==> src/rtl/booth_seq_divider.sv <==
// booth_seq_divider
//   Sequential signed integer divider using restoring division on operand
//   magnitudes, one quotient bit per clock, followed by a sign-correction
//   cycle. Latency is fixed at WIDTH+1 cycles from the accepting start edge
//   to the done pulse, including the divide-by-zero and overflow cases.
//
// Ports
//   clk          rising-edge clock
//   rst          asynchronous active-high reset (aborts any operation)
//   start        request, sampled only while idle
//   dividend     signed dividend, sampled with start
//   divisor      signed divisor, sampled with start
//   busy         high while an operation is in progress
//   done         one-cycle pulse when results are loaded
//   quotient     signed quotient, truncated toward zero
//   remainder    signed remainder, sign follows the dividend
//   div_by_zero  divisor was zero (valid with done, held until next done)
//   overflow     most-negative / -1 (valid with done, held until next done)

module booth_seq_divider #(
  parameter int WIDTH = 4
) (
  input  logic             clk,
  input  logic             rst,
  input  logic             start,
  input  logic [WIDTH-1:0] dividend,
  input  logic [WIDTH-1:0] divisor,
  output logic             busy,
  output logic             done,
  output logic [WIDTH-1:0] quotient,
  output logic [WIDTH-1:0] remainder,
  output logic             div_by_zero,
  output logic             overflow
);

  localparam int CW = $clog2(WIDTH + 1);
  localparam logic [WIDTH-1:0] MOST_NEG = {1'b1, {(WIDTH-1){1'b0}}};

  typedef enum logic [1:0] {
    IDLE = 2'd0,
    CALC = 2'd1,
    FIX  = 2'd2
  } state_t;

  state_t           state_q, state_d;
  logic [CW-1:0]    count_q, count_d;
  logic [WIDTH-1:0] r_q, r_d;          // partial remainder
  logic [WIDTH-1:0] q_q, q_d;          // dividend magnitude shifting into quotient
  logic [WIDTH-1:0] dvs_q, dvs_d;      // divisor magnitude
  logic [WIDTH-1:0] dvd_q, dvd_d;      // raw dividend, returned on divide-by-zero
  logic             neg_quo_q, neg_quo_d;
  logic             neg_rem_q, neg_rem_d;
  logic             dbz_pend_q, dbz_pend_d;
  logic             ovf_pend_q, ovf_pend_d;

  logic             busy_q, busy_d;
  logic             done_q, done_d;
  logic [WIDTH-1:0] quotient_q, quotient_d;
  logic [WIDTH-1:0] remainder_q, remainder_d;
  logic             div_by_zero_q, div_by_zero_d;
  logic             overflow_q, overflow_d;

  // Datapath helpers
  logic [WIDTH-1:0] abs_dvd, abs_dvs;
  logic [WIDTH-1:0] r_shift, q_shift;
  logic [WIDTH:0]   trial;

  // Negating the most-negative value yields 2^(WIDTH-1), which is exactly
  // the required magnitude when the result is read as unsigned.
  assign abs_dvd = dividend[WIDTH-1] ? -dividend : dividend;
  assign abs_dvs = divisor[WIDTH-1]  ? -divisor  : divisor;

  assign r_shift = {r_q[WIDTH-2:0], q_q[WIDTH-1]};
  assign q_shift = {q_q[WIDTH-2:0], 1'b0};
  // Both operands zero-extended, so the top bit is the borrow (trial < 0).
  assign trial   = {1'b0, r_shift} - {1'b0, dvs_q};

  always_comb begin
    state_d       = state_q;
    count_d       = count_q;
    r_d           = r_q;
    q_d           = q_q;
    dvs_d         = dvs_q;
    dvd_d         = dvd_q;
    neg_quo_d     = neg_quo_q;
    neg_rem_d     = neg_rem_q;
    dbz_pend_d    = dbz_pend_q;
    ovf_pend_d    = ovf_pend_q;
    busy_d        = busy_q;
    done_d        = 1'b0;
    quotient_d    = quotient_q;
    remainder_d   = remainder_q;
    div_by_zero_d = div_by_zero_q;
    overflow_d    = overflow_q;

    case (state_q)
      IDLE: begin
        if (start) begin
          r_d        = '0;
          q_d        = abs_dvd;
          dvs_d      = abs_dvs;
          dvd_d      = dividend;
          neg_quo_d  = dividend[WIDTH-1] ^ divisor[WIDTH-1];
          neg_rem_d  = dividend[WIDTH-1];
          dbz_pend_d = (divisor == '0);
          ovf_pend_d = (dividend == MOST_NEG) && (divisor == '1);
          count_d    = CW'(WIDTH);
          busy_d     = 1'b1;
          state_d    = CALC;
        end
      end

      CALC: begin
        if (trial[WIDTH]) begin
          r_d = r_shift;
          q_d = q_shift;
        end else begin
          r_d = trial[WIDTH-1:0];
          q_d = {q_shift[WIDTH-1:1], 1'b1};
        end
        count_d = count_q - CW'(1);
        if (count_q == CW'(1)) begin
          state_d = FIX;
        end
      end

      FIX: begin
        // Special cases still take the full latency; only the loaded
        // values differ from the normal sign-corrected result.
        if (dbz_pend_q) begin
          quotient_d  = '1;
          remainder_d = dvd_q;
        end else if (ovf_pend_q) begin
          quotient_d  = MOST_NEG;
          remainder_d = '0;
        end else begin
          quotient_d  = neg_quo_q ? -q_q : q_q;
          remainder_d = neg_rem_q ? -r_q : r_q;
        end
        div_by_zero_d = dbz_pend_q;
        overflow_d    = ovf_pend_q;
        done_d        = 1'b1;
        busy_d        = 1'b0;
        state_d       = IDLE;
      end

      default: begin
        busy_d  = 1'b0;
        state_d = IDLE;
      end
    endcase
  end

  always_ff @(posedge clk or posedge rst) begin
    if (rst) begin
      state_q       <= IDLE;
      count_q       <= '0;
      r_q           <= '0;
      q_q           <= '0;
      dvs_q         <= '0;
      dvd_q         <= '0;
      neg_quo_q     <= 1'b0;
      neg_rem_q     <= 1'b0;
      dbz_pend_q    <= 1'b0;
      ovf_pend_q    <= 1'b0;
      busy_q        <= 1'b0;
      done_q        <= 1'b0;
      quotient_q    <= '0;
      remainder_q   <= '0;
      div_by_zero_q <= 1'b0;
      overflow_q    <= 1'b0;
    end else begin
      state_q       <= state_d;
      count_q       <= count_d;
      r_q           <= r_d;
      q_q           <= q_d;
      dvs_q         <= dvs_d;
      dvd_q         <= dvd_d;
      neg_quo_q     <= neg_quo_d;
      neg_rem_q     <= neg_rem_d;
      dbz_pend_q    <= dbz_pend_d;
      ovf_pend_q    <= ovf_pend_d;
      busy_q        <= busy_d;
      done_q        <= done_d;
      quotient_q    <= quotient_d;
      remainder_q   <= remainder_d;
      div_by_zero_q <= div_by_zero_d;
      overflow_q    <= overflow_d;
    end
  end

  assign busy        = busy_q;
  assign done        = done_q;
  assign quotient    = quotient_q;
  assign remainder   = remainder_q;
  assign div_by_zero = div_by_zero_q;
  assign overflow    = overflow_q;

endmodule

==> config.mk <==
export PLATFORM = sky130hd
export DESIGN_NAME = booth_seq_divider
export DESIGN_NICKNAME = d
export VERILOG_FILES = /design/src/rtl/booth_seq_divider.sv
export SDC_FILE = /design/constraint.sdc
export NUM_CORES = 1
export LEC_CHECK = 0
export CORE_ASPECT_RATIO = 1.25
export CORE_UTILIZATION = 29
export CTS_CLUSTER_DIAMETER = 60
export DETAILED_ROUTE_END_ITERATION = 8
export PLACE_DENSITY = 0.5
export SLEW_MARGIN = 20
export SYNTH_ARGS = -nofsm -noshare
export SYNTH_HDL_FRONTEND = slang
export SYNTH_SLANG_ARGS = --single-unit
==> constraint.sdc <==
create_clock -name clk -period 6 [get_ports clk]
set_clock_uncertainty 0.1 [all_clocks]
set_input_delay 1.8 -clock clk [delete_from_list [all_inputs] [get_ports clk]]
set_output_delay 1.8 -clock clk [all_outputs]
set_load 0.05 [all_outputs]
==> out/metrics.yaml, run 1 <==
timing:
  relSlewSlack_pct: 54.4
  setup_viol: 0
  fin_tns_setup_ns: 0
  rsz0062_at_grt: "no"
  fin_crit_ns: 3.34
  fin_crit_sh_pct: 55.7
  hold_viol: 0
  slew_violations: 0
  fin_ws_ns: 2.66
  timing.fmax_mhz: 299
  tightest_slew_ns: 0.682
critical_path:
  r2r_start: "q_q[3]"
  worst-r2r-setup-slack_ns: 3.80
  max_stage_delay_ns: 0.80
  r2r.worst_path.cells: 7
  arrival_ns: 1.44
  crit_path_cell_trace: "clkdlybuf4s50_1"
  cp_slowest_cell: "clkdlybuf4s50_1"
  crit_buf_inv: 1
  critPathRequiredTime_ns: 4.10
  path_delay_family: "buffers and inverters"
  critPathLaunchType: "flip-flop"
  r2r_end: "r_q[3]"
  end_kind: "primary output"
  crit_path_max_fanout: 2
  worstSetupPathType: "reg -> out"
routing:
  routed_wl_um: 3960
  ant_nets: 0
  initialDrtViolationCount: 55
  viasPerCell: 4.60
  drcViolationCount: 0
  drt_first_pass_iters: 4
  vias: 1432
  wl_per_cell_um: 12.7
finish:
  n_fill_cell: 663
  final_cells: 311
  nets: 248
  drive_above_1_share_pct: 6.19
  multi_input_area_sq_um: 897
  antennaDiodeCount: 0
  regArea_sq_um: 901
  area_delta_synth_final_pct: 21.4
synthesis:
  synth-compound-area-share_pct: 15.2
  yosys.area_share.xor_xnor_pct: 3.69
  synth_top_family_by_area: "simple AND/OR/NAND/NOR gates"
  synth.avg_cell_area_sq_um: 9.44
  yosysUniqueCellTypes: 38
  synth_area_leaders: "dfrtp_1 47%, ha_1 7.3%, nand2_1 5.5%"
  synthMuxAreaShare_pct: 3.23
  synthesis.area_sq_um: 1900
  synth_top_cell_by_area: "dfrtp_1"
  synthAdderAreaFrac_pct: 8.31
  postSynthCellCount: 201
  synth-seq-cells: 36
  yosys_warnings: 0
  synth_sequential_area_ratio_pct: 47.5
  synth_top_area_share_pct: 47.5
  synth-simple-area-share_pct: 16.8
  syn_nets: 224
floorplan:
  start_util_pct: 30.4
  dieArea_sq_um: 6870
  fp.dieH_um: 92.5
  core_sq_um: 6250
  ios: 23
  die_x_um: 74.4
  rows: 32
clocking:
  numCtsBuffers: 5
  postCtsHoldBufs: 0
  cts_resized: 0
  path_clk_slew_ns: 0.07
  clock-sinks: 36
  cts_tree: "done"
  clk_latency_ns: 0.29
  cts-root-buf: "clkbuf_8"
  post_cts_buffers: 0
  clockBufferDepth: 2
  htreeDepth: 2
global_route:
  grt_max_degree: 37
  grt_overflow_total: 0
  track_usage_pct: 13.3
  grt_pass1_vias: 1410
  antenna_found_initial: 0
  grt_pass1_wl_um: 6870
power_and_ir_drop:
  combPwrFrac_pct: 51.3
  ir_worst_vdd_mv: 0.156
  leakage_nw: 1.08
  switching_power_w: 0.000548
  powerDensity_nw_per_um2: 547
  clkPwrFrac_pct: 14.3
  swShare_pct: 43.5
  seqPwrFrac_pct: 34.5
  internal_power_w: 0.000711
placement:
  routabilityCongestion: 0.761
  portBuffers: 22
  place_inst: 303
  hpwl_um: 2870
  dp_slack_ns: 2.59
worst_hold_path:
  hold_class: "reg -> reg"
  hp-start: "remainder[2]"
  holdPathStages: 2
  min_to: "remainder[2]"
outcome:
  status: "finished clean"
job:
  drv_cap: 0
-- cell usage in the layout (no fill, tap or decap), types with 2 or more instances in the layout --
cell | synthesis | routed
xnor2_1 | 8 | 8
nand2b_1 | 4 | 4
nor2b_1 | 4 | 4
nor3_1 | 4 | 4
buf_4 | 0 | 2
a21oi_1 | 11 | 11
nor2_1 | 8 | 8
clkdlybuf4s50_1 | 0 | 22
dfrtp_1 | 36 | 36
clkbuf_8 | 0 | 6
nand2_1 | 28 | 28
o31ai_1 | 2 | 2
mux2i_1 | 5 | 5
a31oi_1 | 2 | 2
inv_1 | 19 | 19
a21o_1 | 4 | 4
a22oi_1 | 4 | 4
or2b_1 | 2 | 2
o21ai_0 | 21 | 21
clkinv_2 | 0 | 2
nand3_1 | 3 | 3
ha_1 | 11 | 11
-- metal layers --
metal	global-route usage, %	up-vias	share of wire, %	wire [um]
li1	-	732	-	-
met1	16.8	672	47	1850
met2	21.5	22	49	1940
met3	2.94	6	2.5	99
met4	5.19	0	2.0	79
met5	0	-	0	0
-- synthesized netlist by cell type, drive strengths merged --
| cell type | count |
|---|---|
| fa | 1 |
| buf | 2 |
| nand4 | 1 |
| a31oi | 2 |
| o221ai | 1 |
| nor3 | 4 |
| a21o | 4 |
| nor2 | 9 |
| ha | 11 |
| mux2 | 1 |
| and3b | 1 |
| nand3 | 3 |
| or4 | 1 |
| mux2i | 5 |
| clkbuf | 5 |
| a22oi | 4 |
| nand2b | 4 |
| or2b | 2 |
| xnor2 | 8 |
| or3 | 1 |
| nor3b | 2 |
| o21ai | 21 |
| a21oi | 11 |
| o31ai | 2 |
| inv | 19 |
| o2bb2ai | 1 |
| nand2 | 29 |
| and2 | 1 |
| nor4b | 1 |
| dfrtp | 36 |
| nor2b | 4 |
| o211ai | 1 |
| nand3b | 1 |
| a211oi | 1 |
| a221oi | 1 |
-- how the worst max path moves through the flow --
stage | from | to | cells past startpoint
2_1_floorplan | dividend[3] | q_q[3] | 3
3_3_place_gp | start | q_q[3] | 4
3_5_place_dp | dividend[3] | q_q[3] | 4
4_1_cts | quotient[3] | quotient[3] | 1
5_1_grt | overflow | overflow | 1
6_report | quotient[3] | quotient[3] | 1
-- cell type report --
cell class,instances,share of cell area [%]
sequential,36,39.1
multi-input combinational,139,38.9
inverter,19,3.10
timing repair buffer,24,10.2
clock buffer,6,3.59
clock inverter,2,0.435
tap,85,4.62
-- kinds of logic (layout without fill, tap and decap cells) --
logic type | count (synthesis) | in the layout
multiplexers | 6 | 6
buffers and inverters | 26 | 51
XOR/XNOR | 8 | 8
AO/OA/AOI/OAI | 49 | 49
adder cells (fa/ha/maj) | 12 | 12
AND/OR/NAND/NOR | 64 | 64
flip-flops | 36 | 36
-- sequential cells by signal, indices dropped and copies added, names as in the netlist --
register / count
dvd_q: 4
dvs_q: 4
q_q: 4
quotient: 4
r_q: 4
remainder: 4
count_q: 3
state_q: 2
busy: 1
dbz_pend_q: 1
div_by_zero: 1
done: 1
neg_quo_q: 1
overflow: 1
ovf_pend_q: 1
-- metrics by stage --
stage | hold slack, ns | power, W | util [%] | instance area (sq um)
after floorplan | 0.346 | 0.000922 | - | 1900
after global placement | 0.362 | 0.00108 | 35.4 | 2210
after detailed placement | 0.369 | 0.00109 | 35.4 | 2210
after CTS | 0.386 | 0.00127 | 36.9 | 2300
after global routing | 0.407 | 0.00138 | 36.9 | 2300
final | 0.378 | 0.00126 | 36.9 | 2300
-- power groups by stage --
| stage | Clock, W | Combinational [W] | Sequential [W] |
|---|---|---|---|
| after floorplan | 0 | 0.000400 | 0.000522 |
| after global placement | 0 | 0.000645 | 0.000440 |
| after detailed placement | 0 | 0.000649 | 0.000440 |
| after CTS | 0.000186 | 0.000653 | 0.000435 |
| after global routing | 0.000194 | 0.000736 | 0.000453 |
| final | 0.000180 | 0.000646 | 0.000434 |
Note: power is estimated with default switching activity, not from simulation.
==> inputs of run 2 (changes only) <==
--- a/config.mk
+++ b/config.mk
@@ -9,7 +9,7 @@
 export CORE_UTILIZATION = 29
 export CTS_CLUSTER_DIAMETER = 60
 export DETAILED_ROUTE_END_ITERATION = 8
-export PLACE_DENSITY = 0.5
+export PLACE_DENSITY = 0.52
 export SLEW_MARGIN = 20
 export SYNTH_ARGS = -nofsm -noshare
 export SYNTH_HDL_FRONTEND = slang
==> constraint.sdc (replaced) <==
create_clock -name clk -period 3 [get_ports clk]
set_clock_uncertainty 0.1 [all_clocks]
set_input_delay 0.9 -clock clk [delete_from_list [all_inputs] [get_ports clk]]
set_output_delay 0.9 -clock clk [all_outputs]
set_load 0.05 [all_outputs]
==> run 2 against run 1 <==
Core utilization increased by 0.54 points. First-iteration DRC count increased by 51%. Combinational power increased by 100%. Final area increased by 1.5%. Sequential share of layout area decreased by 0.57 points. Via count increased by 0.56%.
==> out/metrics.yaml, run 2 (same netlist as run 1, synthesis figures left out) <==
critical_path:
  end_kind: "primary output"
  path_depth: 1
  critPathLaunchType: "flip-flop"
  crit_path_max_fanout: 2
  crit_path_cell_trace: "clkdlybuf4s50_1"
  arrival_ns: 1.44
  path_delay_family: "buffers and inverters"
  cp_slowest_cell: "clkdlybuf4s50_1"
  max_stage_delay_ns: 0.80
  r2r.worst_path.cells: 7
  critPathRequiredTime_ns: 2.00
  worstSetupPathType: "reg -> out"
  crit_buf_inv: 1
finish:
  antennaDiodeCount: 0
  final_cells: 313
  n_fill_cell: 663
  mostFrequentLayoutCells: "36 x dfrtp_1, 28 x nand2_1, 22 x clkdlybuf4s50_1"
  area_delta_synth_final_pct: 23.1
  nets: 250
  drive_above_1_share_pct: 7.02
  layout_commonest_cell: "dfrtp_1"
timing:
  relSlewSlack_pct: 62.9
  setup_viol: 0
  slew_violations: 0
  timing.fmax_mhz: 410
  fin_tns_setup_ns: 0
  fin_crit_ns: 2.44
  tightest_slew_ns: 0.556
  fin_crit_sh_pct: 81.3
  hold_viol: 0
  rsz0062_at_grt: "no"
routing:
  viasPerCell: 4.60
  vias: 1440
  drcViolationCount: 0
  routed_wl_um: 3830
  drt_first_pass_iters: 4
  initialDrtViolationCount: 83
  wl_per_cell_um: 12.2
  ant_nets: 0
power_and_ir_drop:
  powerDensity_nw_per_um2: 1110
  ir_worst_vdd_mv: 0.283
  leakage_nw: 1.09
global_route:
  grt_pass1_vias: 1375
  antenna_found_initial: 0
  track_usage_pct: 12.7
  grt_overflow_total: 0
  grt_max_degree: 37
  grt_pass1_wl_um: 6560
floorplan:
  fp.dieH_um: 92.5
  ios: 23
  start_util_pct: 30.4
  die_x_um: 74.4
  rows: 32
  core_sq_um: 6250
  dieArea_sq_um: 6870
clocking:
  numCtsBuffers: 5
  path_clk_slew_ns: 0.07
  clock-sinks: 36
  cts_tree: "done"
  htreeDepth: 2
  post_cts_buffers: 0
  cts-root-buf: "clkbuf_8"
  postCtsHoldBufs: 0
  clk_latency_ns: 0.28
  clockBufferDepth: 2
  cts_resized: 0
worst_hold_path:
  holdPathStages: 2
  hold_class: "reg -> reg"
placement:
  hpwl_um: 2900
  portBuffers: 22
  routabilityCongestion: 0.766
  place_inst: 305
job:
  drv_cap: 0
outcome:
  status: "finished clean"
==> run 2: final timing paths <==
path	startpoint	to	slack, ns
worst max-delay path	remainder[3]	remainder[3]	0.56
worst min register to register	overflow	overflow	0.38
worst max register to register	q_q[3]	r_q[3]	0.82
min in group asynchronous	rst	done	0.92
max in group asynchronous	rst	remainder[0]	1.55
worst min-delay path	overflow	overflow	0.38
==> run 2: area by class of cell <==
type | instances | area [sq um] | share of cell area [%]
tap | 85 | 106 | 4.55
sequential | 36 | 901 | 38.5
multi-input combinational | 139 | 897 | 38.4
clock inverter | 3 | 42.5 | 1.82
clock buffer | 5 | 68.8 | 2.94
timing repair buffer | 26 | 250 | 10.7
inverter | 19 | 71.3 | 3.05
==> run 2: metrics by stage <==
step                utilization [%]  cell area [sq um]  setup WS (ns)  total power [W]  hold WS (ns)
finish                         37.4               2340          0.560          0.00261         0.379
floorplan                         -               1900           1.02          0.00184         0.346
global route                   37.4               2340          0.501          0.00284         0.409
global placement               35.6               2230          0.553          0.00219         0.361
CTS                            37.4               2340          0.538          0.00264         0.387
detailed placement             35.6               2230          0.537          0.00221         0.369
==> run 2: routing by layer <==
layer | share of wire [%] | track usage (%) | vias up
li1 | - | - | 728
met4 | 1.5 | 4.72 | 0
met1 | 45 | 16.0 | 685
met2 | 51 | 20.8 | 23
met3 | 2.3 | 2.94 | 4
met5 | 0 | 0 | -
==> run 2: power by group <==
group          total [W]  switching, W  internal, W
Combinational    0.00132      0.000761     0.000560
Sequential      0.000862      0.000167     0.000695
Clock           0.000422      0.000176     0.000246
==> inputs of run 3 (changes only) <==
--- a/config.mk
+++ b/config.mk
@@ -9,7 +9,7 @@
 export CORE_UTILIZATION = 29
 export CTS_CLUSTER_DIAMETER = 60
 export DETAILED_ROUTE_END_ITERATION = 8
-export PLACE_DENSITY = 0.52
+export PLACE_DENSITY = 0.5
 export SLEW_MARGIN = 20
 export SYNTH_ARGS = -nofsm -noshare
 export SYNTH_HDL_FRONTEND = slang
==> constraint.sdc (replaced) <==
create_clock -name clk -period 2.4 [get_ports clk]
set_clock_uncertainty 0.1 [all_clocks]
set_input_delay 0.72 -clock clk [delete_from_list [all_inputs] [get_ports clk]]
set_output_delay 0.72 -clock clk [all_outputs]
set_load 0.05 [all_outputs]
==> run 3 against run 2 <==
Core utilization is 1.0 points higher. Routed wire length increased by 3.4%. Die area stayed put. Combinational power grew 26%. Sequential power increased by 25%. Register-to-register slack got worse by 0.55 ns. Sequential share of layout area shrank 1.0 points. Flip-flop and latch count stayed put. Hold slack worse by 0.0019 ns. Clock power is 76% higher. Critical endpoint is now quotient[3]. Largest power group unchanged. Highest routed layer unchanged.
==> out/metrics.yaml, run 3 (same netlist as run 1, synthesis figures left out) <==
clocking:
  postCtsHoldBufs: 0
  clk_latency_ns: 0.29
  cts_tree: "done"
  cts_resized: 0
  clock-sinks: 36
  numCtsBuffers: 5
  path_clk_slew_ns: 0.08
  cts-root-buf: "clkbuf_8"
  htreeDepth: 2
  post_cts_buffers: 0
  clockBufferDepth: 2
critical_path:
  end_kind: "primary output"
  arrival_ns: 1.45
  critPathLaunchType: "flip-flop"
  crit_path_cell_trace: "clkdlybuf4s50_1"
  critPathRequiredTime_ns: 1.58
  path_delay_family: "buffers and inverters"
  crit_path_max_fanout: 2
  worstSetupPathType: "reg -> out"
  crit_buf_inv: 1
  max_stage_delay_ns: 0.80
  cp_slowest_cell: "clkdlybuf4s50_1"
timing:
  fin_crit_sh_pct: 94.4
  rsz0062_at_grt: "no"
  fin_tns_setup_ns: 0
  relSlewSlack_pct: 64.8
  timing.fmax_mhz: 441
  tightest_slew_ns: 0.528
  setup_viol: 0
  hold_viol: 0
  fin_crit_ns: 2.27
  slew_violations: 0
floorplan:
  start_util_pct: 30.4
  die_x_um: 74.4
  ios: 23
  rows: 32
  dieArea_sq_um: 6870
  core_sq_um: 6250
  fp.dieH_um: 92.5
finish:
  multi_input_area_sq_um: 897
  layout_commonest_cell: "dfrtp_1"
  nets: 252
  n_fill_cell: 665
  regArea_sq_um: 901
  final_cells: 315
  mostFrequentLayoutCells: "36 x dfrtp_1, 28 x nand2_1, 22 x clkdlybuf4s50_1"
  area_delta_synth_final_pct: 26.4
  antennaDiodeCount: 0
  drive_above_1_share_pct: 7.83
worst_hold_path:
  hold_class: "reg -> reg"
global_route:
  antenna_found_initial: 0
  grt_max_degree: 37
  grt_overflow_total: 0
  track_usage_pct: 13.3
  grt_pass1_wl_um: 6820
  grt_pass1_vias: 1426
routing:
  drcViolationCount: 0
  ant_nets: 0
  routed_wl_um: 3960
  initialDrtViolationCount: 50
  wl_per_cell_um: 12.6
  drt_first_pass_iters: 4
  viasPerCell: 4.53
  vias: 1426
power_and_ir_drop:
  powerDensity_nw_per_um2: 1450
  ir_worst_vdd_mv: 0.430
  leakage_nw: 1.12
placement:
  portBuffers: 22
  hpwl_um: 2970
  routabilityCongestion: 0.759
  place_inst: 307
outcome:
  status: "finished clean"
job:
  drv_cap: 0
[run 3: path summary, 6_finish.rpt]
kind / from / endpoint / slack, ns / depth (start not counted)
max in group asynchronous: rst / q_q[1] / 1.15 / 3
min: dvd_q[2] / dvd_q[2] / 0.38 / 2
min in group asynchronous: rst / r_q[1] / 0.74 / 3
min reg2reg: dvd_q[2] / dvd_q[2] / 0.38 / 2
max reg2reg: q_q[3] / r_q[3] / 0.27 / 7
max: quotient[3] / quotient[3] / 0.13 / 1
[run 3: final cells by class]
class	count	area share [%]
clock inverter	3	3.75
tap	85	4.43
inverter	19	2.97
timing repair buffer	28	11.1
sequential	36	37.5
clock buffer	5	2.87
multi-input combinational	139	37.4
[run 3: per-stage QoR]
stage / hold WS (ns) / worst slack [ns] / total power [W] / cell area [sq um] / util [%]
floorplan: 0.346 / 0.417 / 0.00230 / 1900 / -
global placement: 0.363 / 0.183 / 0.00277 / 2240 / 35.9
detailed placement: 0.365 / 0.185 / 0.00277 / 2240 / 35.9
CTS: 0.386 / 0.113 / 0.00353 / 2400 / 38.4
global route: 0.397 / 0.0706 / 0.00378 / 2400 / 38.4
finish: 0.377 / 0.134 / 0.00349 / 2400 / 38.4
[run 3: where the power goes]
| group | internal (W) | switching (W) |
|---|---|---|
| sequential | 0.000869 | 0.000212 |
| combinational | 0.000711 | 0.000953 |
| clock | 0.000520 | 0.000222 |
[run 3: tightest hold or removal path: stages (launching register included)]
cell and delay [ns]:
dfrtp_1 0.35, nand2_1 0.05, nand2_1 0.05
[run 3: routing by layer]
| metal | routed length, um | part of all wire, % | global-route usage [%] | vias up |
|---|---|---|---|---|
| li1 | - | - | - | 733 |
| met1 | 1820 | 46 | 16.6 | 663 |
| met2 | 1940 | 49 | 21.3 | 24 |
| met3 | 119 | 3.0 | 3.59 | 6 |
| met4 | 80 | 2.0 | 5.66 | 0 |
| met5 | 0 | 0 | 0 | - |
